$ cat src/rtl/pipe_pkg.sv
// ============================================================================
// Module   : pipe_pkg
// Brief    : Shared pipeline constants and the IF/ID bundle type.
// Revision : 1.0
// ============================================================================
`default_nettype none

package pipe_pkg;

  localparam int              PC_W      = 32;
  localparam logic [PC_W-1:0] PC_STEP   = 32'd4;
  localparam logic [31:0]     NOP_INSTR = 32'h0000_0000;

  // IF/ID bundle, also consumed by the decode stage
  typedef struct packed {
    logic [PC_W-1:0] pc;
    logic [31:0]     instr;
    logic            valid;
  } if_id_t;

  localparam if_id_t IF_ID_BUBBLE = '{pc: '0, instr: NOP_INSTR, valid: 1'b0};

endpackage

`default_nettype wire

$ cat src/rtl/if_id_reg.sv
// ============================================================================
// Module   : if_id_reg
// Brief    : IF/ID pipeline register with flush (priority) and freeze.
// Revision : 1.0
// ============================================================================
`default_nettype none

module if_id_reg
  import pipe_pkg::*;
(
  input  logic   clk,
  input  logic   rst,
  input  logic   flush,
  input  logic   freeze,
  input  if_id_t i_d,
  output if_id_t o_q
);

  if_id_t r_q;

  always_ff @(posedge clk) begin
    if (rst) begin
      r_q <= IF_ID_BUBBLE;
    end else if (flush) begin
      r_q <= IF_ID_BUBBLE;
    end else if (!freeze) begin
      r_q <= i_d;
    end
  end

  assign o_q = r_q;

endmodule

`default_nettype wire

$ cat src/rtl/if_stage.sv
// ============================================================================
// Module   : if_stage
// Brief    : Instruction fetch: PC, next-PC select, IF/ID register.
//            Optional fetch/stall counters under IF_PERF_CNT_EN.
// Revision : 1.0
// ============================================================================
`default_nettype none

module if_stage
  import pipe_pkg::*;
#(
  parameter logic [31:0] PC_RESET = 32'h0000_0000
) (
  input  logic        clk,
  input  logic        rst,
  input  logic        freeze,
  input  logic        branch_taken,
  input  logic [31:0] branch_addr,
  output logic [31:0] imem_addr,
  input  logic [31:0] imem_data,
  output logic [31:0] pc_out,
  output logic [31:0] instr_out,
`ifdef IF_PERF_CNT_EN
  output logic [31:0] fetch_count,
  output logic [31:0] stall_count,
`endif
  output logic        valid_out
);

  logic [PC_W-1:0] r_pc;
  logic [PC_W-1:0] w_pc_plus4;
  logic [PC_W-1:0] w_next_pc;
  if_id_t          w_ifid_d;
  if_id_t          w_ifid_q;
  logic            w_unused_addr_lsbs;

  // Target low bits are forced to zero, so they never reach the PC
  assign w_unused_addr_lsbs = &{1'b0, branch_addr[1:0]};

  assign w_pc_plus4 = r_pc + PC_STEP;

  always_comb begin
    w_next_pc = w_pc_plus4;
    if (branch_taken) begin
      w_next_pc = {branch_addr[31:2], 2'b00};
    end else if (freeze) begin
      w_next_pc = r_pc;
    end
  end

  always_ff @(posedge clk) begin
    if (rst) begin
      r_pc <= PC_RESET;
    end else begin
      r_pc <= w_next_pc;
    end
  end

  assign imem_addr = r_pc;

  assign w_ifid_d.pc    = w_pc_plus4;
  assign w_ifid_d.instr = imem_data;
  assign w_ifid_d.valid = 1'b1;

  if_id_reg u_if_id_reg (
    .clk    (clk),
    .rst    (rst),
    .flush  (branch_taken),
    .freeze (freeze),
    .i_d    (w_ifid_d),
    .o_q    (w_ifid_q)
  );

  assign pc_out    = w_ifid_q.pc;
  assign instr_out = w_ifid_q.instr;
  assign valid_out = w_ifid_q.valid;

`ifdef IF_PERF_CNT_EN
  logic [31:0] r_fetch_count;
  logic [31:0] r_stall_count;

  always_ff @(posedge clk) begin
    if (rst) begin
      r_fetch_count <= '0;
      r_stall_count <= '0;
    end else if (!branch_taken) begin
      if (freeze) begin
        r_stall_count <= r_stall_count + 32'd1;
      end else begin
        r_fetch_count <= r_fetch_count + 32'd1;
      end
    end
  end

  assign fetch_count = r_fetch_count;
  assign stall_count = r_stall_count;
`endif

endmodule

`default_nettype wire

$ cat config.mk
export PLATFORM = sky130hd
export DESIGN_NAME = if_stage
export DESIGN_NICKNAME = d
export VERILOG_FILES = /design/src/rtl/pipe_pkg.sv /design/src/rtl/if_id_reg.sv /design/src/rtl/if_stage.sv
export SDC_FILE = /design/constraint.sdc
export NUM_CORES = 1
export LEC_CHECK = 0
export ABC_AREA = 1
export CELL_PAD_IN_SITES_DETAIL_PLACEMENT = 1
export CELL_PAD_IN_SITES_GLOBAL_PLACEMENT = 2
export CORE_AREA = 2 2 135 137
export CTS_BUF_LIST = sky130_fd_sc_hd__clkbuf_4 sky130_fd_sc_hd__clkbuf_8
export DETAILED_ROUTE_END_ITERATION = 7
export DIE_AREA = 0 0 137 139
export PLACE_DENSITY = 0.93
export SLEW_MARGIN = 20
export SYNTH_ARGS = -nofsm -noshare
export SYNTH_HDL_FRONTEND = slang
export SYNTH_SLANG_ARGS = --single-unit
$ cat constraint.sdc
create_clock -name clk -period 2.6 [get_ports clk]
set_input_delay 0.26 -clock clk [delete_from_list [all_inputs] [get_ports clk]]
set_output_delay 0.26 -clock clk [all_outputs]
set_load 0.05 [all_outputs]
==> metrics.md <==
| Metric | Value |
|---|---|
| Outcome | `complete, no violations` |
| Post-route clock period utilization | `76.6%` |
| Clock insertion delay at the later pin of the skew report | `0.37 ns` |
| Transition time of the tightest slew-check pin | `0.632 ns` |
| Final TNS setup | `0 ns` |
| Largest stage delay, worst path | `0.87 ns` |
| Mapped Area | `4320 µm²` |
| Type of origin of the critical path | `register` |
| Number of ports placed on the die boundary | `165` |
| Average instance area after synthesis | `6.84 µm²` |
| F_max | `502 MHz` |
| Final worst path period need | `1.99 ns` |
| Worst path cell trace | `clkdlybuf4s50_1` |
| Number of instances in the synthesized netlist | `631` |
| TritonCTS clock tree | `done` |
| Count of flip-flops with a built-in enable after synthesis | `0` |
| Placed wire-length estimate after detailed placement | `11.6 mm` |
| Largest delay share family, worst path | `buffers and inverters` |
| Area of the multi-input gates | `2130 µm²` |
| Crit end category | `primary output` |
| Most common cell after layout, fill and taps aside | `sky130_fd_sc_hd__nand2_1` |
| Chip Width | `137 µm` |
| Drt drc | `0` |
| Clk_skew | `0.00780 ns` |
| Core footprint | `17,700 µm²` |
| Required @ worst endpoint | `2.34 ns` |
| Util after Layout | `36.3%` |
| Antenna diodes | `0` |
| Via count of the first global-routing pass | `4,595` |
| Clock transition at the registers of the reported paths | `0.10 ns` |
| Post-CTS setup-driven buffer insertion count | `0` |
| Antenna viol nets, final | `0` |
| Total Die Area | `19,000 µm²` |
| Clock root buffer master | `sky130_fd_sc_hd__clkbuf_8` |
| Clock H-tree levels | `3` |
| Total count of max-transition violations in the final report | `0` |
| Max clock buf depth | `2` |
| Final hold viol count | `0` |
| Worst hold slack across all endpoints | `0.425 ns` |
| DIE HEIGHT | `139 µm` |
| Area after DPL | `6110 µm²` |
| Post-synth cell types | `28` |
| Cts bufs inserted | `9` |
| Worst slew margin | `57.7%` |
| Count of hold-fix buffers inserted at cts | `0` |
| GRT Util Overall | `16.4%` |
| Number of setup violations in the final report | `0` |
| Proportion of layout cells with a drive suffix above 1 | `6.60%` |
| Sequential cell area fraction in the yosys report | `43.1%` |
| Maxcap violations | `0` |
| Initial Utilization | `24.4%` |
| Total Power | `3.56 mW` |
| Synthesis Warnings | `0` |
| Nets | `852` |
| Path type of the worst min-delay path | `in -> reg` |
| Total detailed-routing wirelength | `15.3 mm` |
| TritonRoute pass-1 iters | `4` |
| Total of flip-flops plus latches after synthesis | `93` |
| Leakage power figure | `2.84 nW` |
| Number of vias after detailed routing | `4,485` |
| Maximum number of pins on one net before global-route repair | `35` |
| Vias per inst | `4.41` |
| Design Area, Final | `6400 µm²` |
| Total grt overflow | `0` |
| Buffer and inverter count on the worst path | `1` |
| Worst vdd ir | `0.000380 V` |
| Initial detailed-routing violation count | `125` |
| Setup repair after global routing missed its margin | `no` |
| Layout fillers | `2,212` |
| Path type of the worst setup path | `reg -> out` |
| Seq. cell area | `1860 µm²` |
| Asr flop ratio synth | `0%` |
| Pwr Density | `556 nW/µm²` |
| Gates resized, CTS repair | `0` |
| Slowest cell on the critical path | `sky130_fd_sc_hd__clkdlybuf4s50_1` |
| Number of sinks handled by clock tree synthesis | `93` |
| Data arrival time at the worst-slack endpoint | `1.73 ns` |
| Worst-path fanout max | `6` |
| Post-detailed-route wirelength per cell | `15.0 µm` |
| Commonest cells after routing, fill and taps aside | `sky130_fd_sc_hd__nand2_1 (273), sky130_fd_sc_hd__clkdlybuf4s50_1 (158), sky130_fd_sc_hd__dfxtp_1 (93)` |
| Wire length of the first global-routing pass | `24.4 mm` |
| Number of rows in the core area | `49` |
| Final weighted congestion in routability-driven placement | `0.831` |
| Number of buffers inserted by port buffering | `158` |
| Number of antenna violations at the first check in global routing | `0` |
| Synthesis-to-layout area growth | `48.4%` |
| Predominant post-synthesis flop cell | `sky130_fd_sc_hd__dfxtp_1` |
-- logic make-up after synthesis --
group	share of synthesized area, %
compound gates	9.31
fa+ha+maj	0.290
xor+xnor	0.609
buf+inv	7.74
flops	43.1
other cells	0.0869
simple gates	38.8
-- cell usage after synthesis (2+ instances only) --
master / instances / area [µm²]
sky130_fd_sc_hd__nand3_1: 45 / 225
sky130_fd_sc_hd__nor2_8: 6 / 120
sky130_fd_sc_hd__nand2_1: 273 / 1020
sky130_fd_sc_hd__a21oi_1: 35 / 175
sky130_fd_sc_hd__inv_1: 44 / 165
sky130_fd_sc_hd__o21ai_0: 30 / 150
sky130_fd_sc_hd__and2_1: 3 / 18.8
sky130_fd_sc_hd__nor2_2: 2 / 12.5
sky130_fd_sc_hd__nand4_1: 3 / 18.8
sky130_fd_sc_hd__buf_1: 2 / 7.51
sky130_fd_sc_hd__nor2_4: 6 / 67.6
sky130_fd_sc_hd__a22o_1: 3 / 26.3
sky130_fd_sc_hd__xor2_1: 3 / 26.3
sky130_fd_sc_hd__nor2_1: 31 / 116
sky130_fd_sc_hd__buf_2: 4 / 20.0
sky130_fd_sc_hd__buf_4: 9 / 67.6
sky130_fd_sc_hd__clkbuf_1: 13 / 48.8
sky130_fd_sc_hd__o21ai_1: 7 / 35.0
sky130_fd_sc_hd__inv_2: 4 / 15.0
sky130_fd_sc_hd__nand2_4: 3 / 33.8
sky130_fd_sc_hd__nand2_2: 5 / 31.3
sky130_fd_sc_hd__o211ai_1: 2 / 15.0
sky130_fd_sc_hd__dfxtp_1: 93 / 1860
-- metrics by stage --
stage / worst slack [ns] / instances
final: 0.608 / 1017
after global routing: 0.533 / 1017
after CTS: 0.586 / 1017
after detailed placement: 0.541 / 1001
after global placement: 0.575 / 1001
after floorplan: 0.830 / 634
-- report_power, final --
group	switching, mW	internal, mW	total, mW	leakage, nW
combinational	0.391	0.233	0.624	1.94
sequential	0.0567	1.48	1.54	0.759
clock	0.563	0.840	1.40	0.144
total	1.01	2.55	3.56	2.84
-- registers in the layout (all words and copies together) (netlist names) --
| name | cells |
|---|---|
| u_if_id_reg.o_q | 63 |
| imem_addr | 30 |
-- cell type report --
cell class | count | share of cell area, %
clock buffers | 9 | 1.93
clock inverters | 7 | 2.62
inverters | 50 | 2.97
multi-input cells | 463 | 33.3
flip-flops and latches | 93 | 29.1
well taps | 229 | 4.48
repair buffers | 166 | 25.6
-- per-layer routing --
layer / routed length, µm / vias up / global-route usage (%) / part of all wire (%)
met3: 1330 / 12 / 6.69 / 8.7
met1: 6990 / 2077 / 21.0 / 46
met4: 188 / 0 / 4.02 / 1.2
li1: - / 2265 / - / -
met5: 0 / - / 0 / 0
met2: 6770 / 131 / 25.7 / 44
-- path summary, 6_finish.rpt --
path | slack [ns] | endpoint | cells after the start | start
max | 0.61 | imem_addr[17] | 1 | imem_addr[17]$_SDFFE_PP0P_
min | 0.43 | u_if_id_reg.o_q[11]$_SDFFE_PP0N_ | 3 | imem_data[10]
max reg2reg | 0.93 | imem_addr[28]$_SDFFE_PP0P_ | 8 | imem_addr[3]$_SDFFE_PP0P_
min reg2reg | 0.46 | u_if_id_reg.o_q[47]$_SDFFE_PP0N_ | 2 | u_if_id_reg.o_q[47]$_SDFFE_PP0N_
Power figures use the tool's default switching activity.
